--- src/rtl/tt_eval_seq.sv ---
// rtl/tt_eval_seq.sv - run-time reloadable truth-table evaluator with serial load and exhaustive sweep
module tt_eval_seq #(
    parameter int                       N_IN       = 3,
    parameter logic [(1 << N_IN) - 1:0] DEFAULT_TT = 8'h9A
) (
    input  logic                 clk,
    input  logic                 rst_n,
    input  logic                 in_valid,
    input  logic [N_IN - 1:0]    in,
    output logic                 f,
    output logic                 f_valid,
    input  logic                 load_start,
    input  logic                 cfg_en,
    input  logic                 cfg_bit,
    output logic                 load_done,
    input  logic                 sweep_start,
    output logic [(1 << N_IN) - 1:0] sweep_vec,
    output logic [N_IN:0]        ones_cnt,
    output logic                 sweep_done,
    output logic                 busy
);

    localparam int             TT_W    = 1 << N_IN;
    localparam logic [N_IN:0]  CNT_END = (N_IN + 1)'(TT_W);

    localparam logic [1:0] ST_IDLE  = 2'd0;
    localparam logic [1:0] ST_LOAD  = 2'd1;
    localparam logic [1:0] ST_SWEEP = 2'd2;

    logic [1:0]         state;
    logic [TT_W - 1:0]  tt;
    logic [TT_W - 1:0]  shadow;
    // One counter serves as the load bit counter and the sweep index; the
    // extra MSB lets "all 2^N_IN positions done" be seen without wrapping.
    logic [N_IN:0]      cnt;
    logic [N_IN - 1:0]  pos;

    assign pos  = cnt[N_IN - 1:0];
    assign busy = (state == ST_LOAD) || (state == ST_SWEEP);

    // Mode sequencing and the shared load/sweep counter.
    always_ff @(posedge clk or negedge rst_n) begin
        if (!rst_n) begin
            state <= ST_IDLE;
            cnt   <= '0;
        end else begin
            case (state)
                ST_IDLE: begin
                    if (load_start) begin
                        state <= ST_LOAD;
                        cnt   <= '0;
                    end else if (sweep_start) begin
                        state <= ST_SWEEP;
                        cnt   <= '0;
                    end
                end
                ST_LOAD: begin
                    if (cnt == CNT_END) begin
                        state <= ST_IDLE;
                    end else if (cfg_en) begin
                        cnt <= cnt + 1'b1;
                    end
                end
                ST_SWEEP: begin
                    if (cnt == CNT_END) begin
                        state <= ST_IDLE;
                    end else begin
                        cnt <= cnt + 1'b1;
                    end
                end
                default: state <= ST_IDLE;
            endcase
        end
    end

    // Shadow fill during load; the active table only changes in one commit step.
    always_ff @(posedge clk or negedge rst_n) begin
        if (!rst_n) begin
            tt        <= DEFAULT_TT;
            shadow    <= '0;
            load_done <= 1'b0;
        end else begin
            load_done <= 1'b0;
            if (state == ST_LOAD) begin
                if (cnt == CNT_END) begin
                    tt        <= shadow;
                    load_done <= 1'b1;
                end else if (cfg_en) begin
                    shadow[pos] <= cfg_bit;
                end
            end
        end
    end

    // Single-cycle evaluation from IDLE; F holds between results.
    always_ff @(posedge clk or negedge rst_n) begin
        if (!rst_n) begin
            f       <= 1'b0;
            f_valid <= 1'b0;
        end else begin
            f_valid <= 1'b0;
            if (state == ST_IDLE && !load_start && !sweep_start && in_valid) begin
                f       <= tt[in];
                f_valid <= 1'b1;
            end
        end
    end

    // Sweep capture of the response vector and its minterm count.
    always_ff @(posedge clk or negedge rst_n) begin
        if (!rst_n) begin
            sweep_vec  <= '0;
            ones_cnt   <= '0;
            sweep_done <= 1'b0;
        end else begin
            sweep_done <= 1'b0;
            if (state == ST_IDLE && !load_start && sweep_start) begin
                sweep_vec <= '0;
                ones_cnt  <= '0;
            end else if (state == ST_SWEEP) begin
                if (cnt == CNT_END) begin
                    sweep_done <= 1'b1;
                end else begin
                    sweep_vec[pos] <= tt[pos];
                    ones_cnt       <= ones_cnt + {{N_IN{1'b0}}, tt[pos]};
                end
            end
        end
    end

endmodule
--- config.mk ---
export PLATFORM = sky130hd
export DESIGN_NAME = tt_eval_seq
export DESIGN_NICKNAME = d
export VERILOG_FILES = /design/src/rtl/tt_eval_seq.sv
export SDC_FILE = /design/constraint.sdc
export NUM_CORES = 1
export LEC_CHECK = 0
export ABC_AREA = 1
export ABC_CLOCK_PERIOD_IN_PS = 4500
export CORE_UTILIZATION = 25
export CTS_CLUSTER_DIAMETER = 30
export DETAILED_ROUTE_END_ITERATION = 16
export HOLD_SLACK_MARGIN = 0.03
export PLACE_DENSITY_LB_ADDON = 0.12
export SYNTH_ARGS = -nofsm -noshare
export SYNTH_HDL_FRONTEND = slang
export SYNTH_SLANG_ARGS = --single-unit
export TNS_END_PERCENT = 20
--- constraint.sdc ---
create_clock -name clk -period 4.5 [get_ports clk]
set_clock_uncertainty 0.1 [all_clocks]
set_input_delay 0.9 -clock clk [delete_from_list [all_inputs] [get_ports clk]]
set_output_delay 0.9 -clock clk [all_outputs]
set_load 0.05 [all_outputs]
# Yosys cells after proc, flatten, opt, wreduce, memory -nomap -nowiden
# Cells that the tools add are included.
# Widths: inputs -> output; s select.
# word_totals
ff_bits	38
in_bits	10
output_inout_bits	17
wordCells	71
# op_classes
add_sub_neg	2
order_cmp	3
eq_ne	9
n_mux	29
n_bitwise	1
n_reduce_logical	17
# op_table
op	count
$mux 4	8
$mux 8	3
$bwmux 8	2
$pmux 4 s3	1
$lt 3x4->1 const B	2
$mux 1	8
$bmux 1 s3	2
$mux 2	3
$ne 2x2->1 const B	3
$reduce_and 2->1	3
$logic_and 1x1->1	5
$reduce_and 5->1	1
$add 4x1->4	1
$add 4x1->4 const B	1
$eq 4x4->1 const B	1
$ne 2x1->1 const B	2
$pmux 2 s2	1
$demux 1 s3	1
$ge 3x1->1 const B	1
$ne 3x3->1 const B	1
$reduce_and 3->1	1
$reduce_bool 3->1	1
$eq 2x1->1 const B	1
$eq 2x2->1 const B	1
other kinds (6)	7

# Longest topological paths before layout
# depth
depth_word	8
depth_mapped	13
ltp_nobuf	12

# Worst setup path before layout
# No wires, ideal clock.
# synth_timing
path_type	register to output
start	register state[0]
end	output port busy
arrival_time_ns	1.045
slack_ns	2.455
path_stages_with_launch	3
path_cell_list	dfrtp_1 -> inv_1 -> ha_1
# synth_via
elab_chain_cells	2
elab_cells_between_ends	3
cone_classes	2 x eq/ne; 1 x reduce/logical
# synth_rtl
item	line_no	source
start: declaration	30	logic [1:0] state;
start signal: assignment	44	state <= ST_IDLE;
start signal: assignment	50	state <= ST_LOAD;
start signal: assignment	53	state <= ST_SWEEP;
$eq 2x1->1 / $eq 2x2->1 (equally long branches)	39	assign busy = (state == ST_LOAD) || (state == ST_SWEEP);
$logic_or 1x1->1 (*)	39	
end: declaration	20	output logic busy
# Every way passes the cells marked *; elsewhere a longest branch is shown, timed or not.

# Worst setup path after layout
# Ends and elaborated chain as after synthesis.

==> impl_results.md <==
* Clk_lat worst skew at 0.28 ns
* Synth async-reset ratio at 100.0%
* CTS Buf Count at 5
* Final hold vios at 0
* Max-cap violation count at 0
* # fillers at 847
* Count leader, synth: nand2_1
* Worst Hold Class: reg2reg
* Post-synthesis compound-gate area fraction at 9.703%
* Rows at 32
* N_diodes at 0
* Final core utilization at 31.64%
* Main combinational cell family by area after synthesis: simple AND/OR/NAND/NOR gates
* Multi-input combinational cell area at 928.4 um2
* Flops & latches, synth at 38
* Synth Warn # at 0
* Post-DRT Antenna Nets at 0
* Crit Path Max Fanout at 6
* First drt pass iteration count at 4
* Simple-gate share of the synthesized area at 30.35%
* Post-synthesis sequential area ratio at 47.22%
* Setup CP Type: reg2out
* Core area at 7767 um2
* CTS Hold Bufs at 0
* CP peak stage delay at 0.84 ns
* Share of Yosys cell area claimed by the top area cell type at 42.03%
* FMAX at 331.4 MHz
* Final instance area at 2457 um2
* Max Buffers Root-to-Sink at 2
* Setup violations, final at 0
* Setup TNS at 0 ns
* Slew Viols, Final at 0
* Post-Route WL at 4672 um
* Synth Area in XOR/XNOR at 0.8653%
* Vias per cell at 4.410
* Initial antenna violation count at 0
* Remaining global-route overflow at 0
* PortBufs at 26
* Htree depth at 2
* Normalized max-slew margin at 41.89%
* Post-synthesis adder-cell area fraction at 4.944%
* Wire length per cell at 12.43 um
* Post-CTS Setup Inserts at 0
* Gr usage total at 12.20%
* Residual DRC at 0
* Post-cts sizing count at 0
* Routed via count at 1658
* Mapped cell area at 2024 um2
* DIE WIDTH at 91.99 um
* Crit-path slowest cell: clkdlybuf4s50_1
* Unique masters post-synth at 30
* Largest net degree at the start of global routing at 39
* Top FF cell, synth: dfrtp_1
* Area after DPL at 2367 um2
* Die height at 91.99 um
* Via count of the first global-routing pass at 1534
* Register area at 955.9 um2
* Placed wire-length estimate at 3524 um
* LEAKAGE at 0.001118 uW
* Area growth, synth to finish at 21.38%
* Critical-path cell list: inv_1, ha_1, clkdlybuf4s50_1
* DIE AREA at 8461 um2
* CTS Sinks at 38
* Top cell type by total area after synthesis: dfrtp_1
* I/O pins at 27
* Period utilization at 67.06%
* Status: finished, final reports clean
* Routability cong. at 0.7538
* Initial core utilization at 26.06%
* Placed Instances at 368
* Startpoint Class: flip-flop
* Worst path required time at 3.50 ns
* VDD IR max at 0.0001298 V
* Mean Syn Cell Area at 8.263 um2
* Worst hold slack at 0.3782 ns
* First-pass GRT wire length at 8017 um
* Crit path DAT at 2.02 ns
* Worst slew pin tran at 0.8716 ns
* Mux cell area share after synthesis at 0%
* CTS clk-pin slew, worst paths at 0.08 ns
* Setup crit end kind: primary output
* Period minus WS final at 3.017 ns
* Post-Syn Instances at 245
* CTS tree: built
* Post-synth EDFFs at 0
* Nets at 291
* Post-synthesis net count at 263
* Pwr Density at 431.6 nW/um2
* Final cell count without fillers at 376
* Area contributors post-synth: dfrtp_1, nand2_1, o21ai_1, dfstp_2, ha_1
* Fraction of layout cells with a size suffix above 1 at 10.22%
* List of most frequent post-synthesis cells: nand2_1, dfrtp_1, o21ai_1
* Clock tree root driver cell: clkbuf_8
* Iteration-0 DRC Markers at 91
* RSZ-0062 raised after global routing: no
[logic make-up (layout without fill, tap and decap cells)]
group,after synthesis,count (layout)
AOI/OAI and AO/OA,37,37
buffers and inverters,31,60
DFF,38,38
and+or+nand+nor,129,129
xor gates and xnor gates,2,2
adders and majority gates,8,8
[sequential cells by signal, indices dropped and copies added, names as in the netlist]
| name | flops |
|---|---|
| tt | 8 |
| cnt | 4 |
| load_done | 1 |
| shadow | 8 |
| ones_cnt | 4 |
| state | 2 |
| f_valid | 1 |
| f | 1 |
| sweep_vec | 8 |
| sweep_done | 1 |
[metrics by stage]
stage | power (uW) | setup slack, ns
2_1_floorplan | 728.3 | 2.455
3_3_place_gp | 832.2 | 1.472
3_5_place_dp | 833.0 | 1.467
4_1_cts | 1082 | 1.442
5_1_grt | 1144 | 1.371
6_report | 1061 | 1.483
[critical path: cells and delay by family, from the launching register on]
kind                       cells  cell delay, ns
adders and majority gates      1            0.41
buffers and inverters          2            0.92
DFF                            1            0.40
[path summary, 6_finish.rpt]
check,slack (ns),startpoint,endpoint,cells past startpoint
max,1.48,state[0],busy,3
min,0.38,sweep_vec[0],sweep_vec[0],2
max reg2reg,2.15,state[0],sweep_vec[3],9
min reg2reg,0.38,sweep_vec[0],sweep_vec[0],2
max in group asynchronous,3.11,rst_n,shadow[1],1
min in group asynchronous,0.63,rst_n,cnt[0],1
[where the power goes]
group | internal, uW | switching (uW) | leakage, uW
sequential | 387 | 61.8 | 0.000507
clock | 125 | 116 | 0.0000455
combinational | 118 | 253 | 0.000565
[area by class of cell]
class,instances,area share (%)
clock buffers,8,3.666
inverters,26,4.073
well taps,102,5.193
flip-flops and latches,38,38.90
repair buffers,26,10.39
multi-input cells,176,37.78
[cells in the final DEF (no fill, tap or decap), drive strengths merged]
master / n
nand2: 85
dfrtp: 34
o21ai: 34
clkdlybuf4s50: 25
inv: 25
nand3: 19
nor2: 11
nand4: 8
ha: 8
clkbuf: 8
nor3: 6
dfstp: 4
xor2: 1
o211ai: 1
clkinv: 1
o21bai: 1
xnor2: 1
o31ai: 1
buf: 1
[metal layers]
metal | vias up | part of all wire (%) | global-route usage [%]
met3 | 2 | 5.3 | 2.570
met4 | 0 | 0.64 | 3.516
met5 | - | 0 | 0
met2 | 37 | 41 | 16.54
li1 | 863 | - | -
met1 | 756 | 53 | 19.04
No activity file was read; power rests on OpenSTA's default activity.
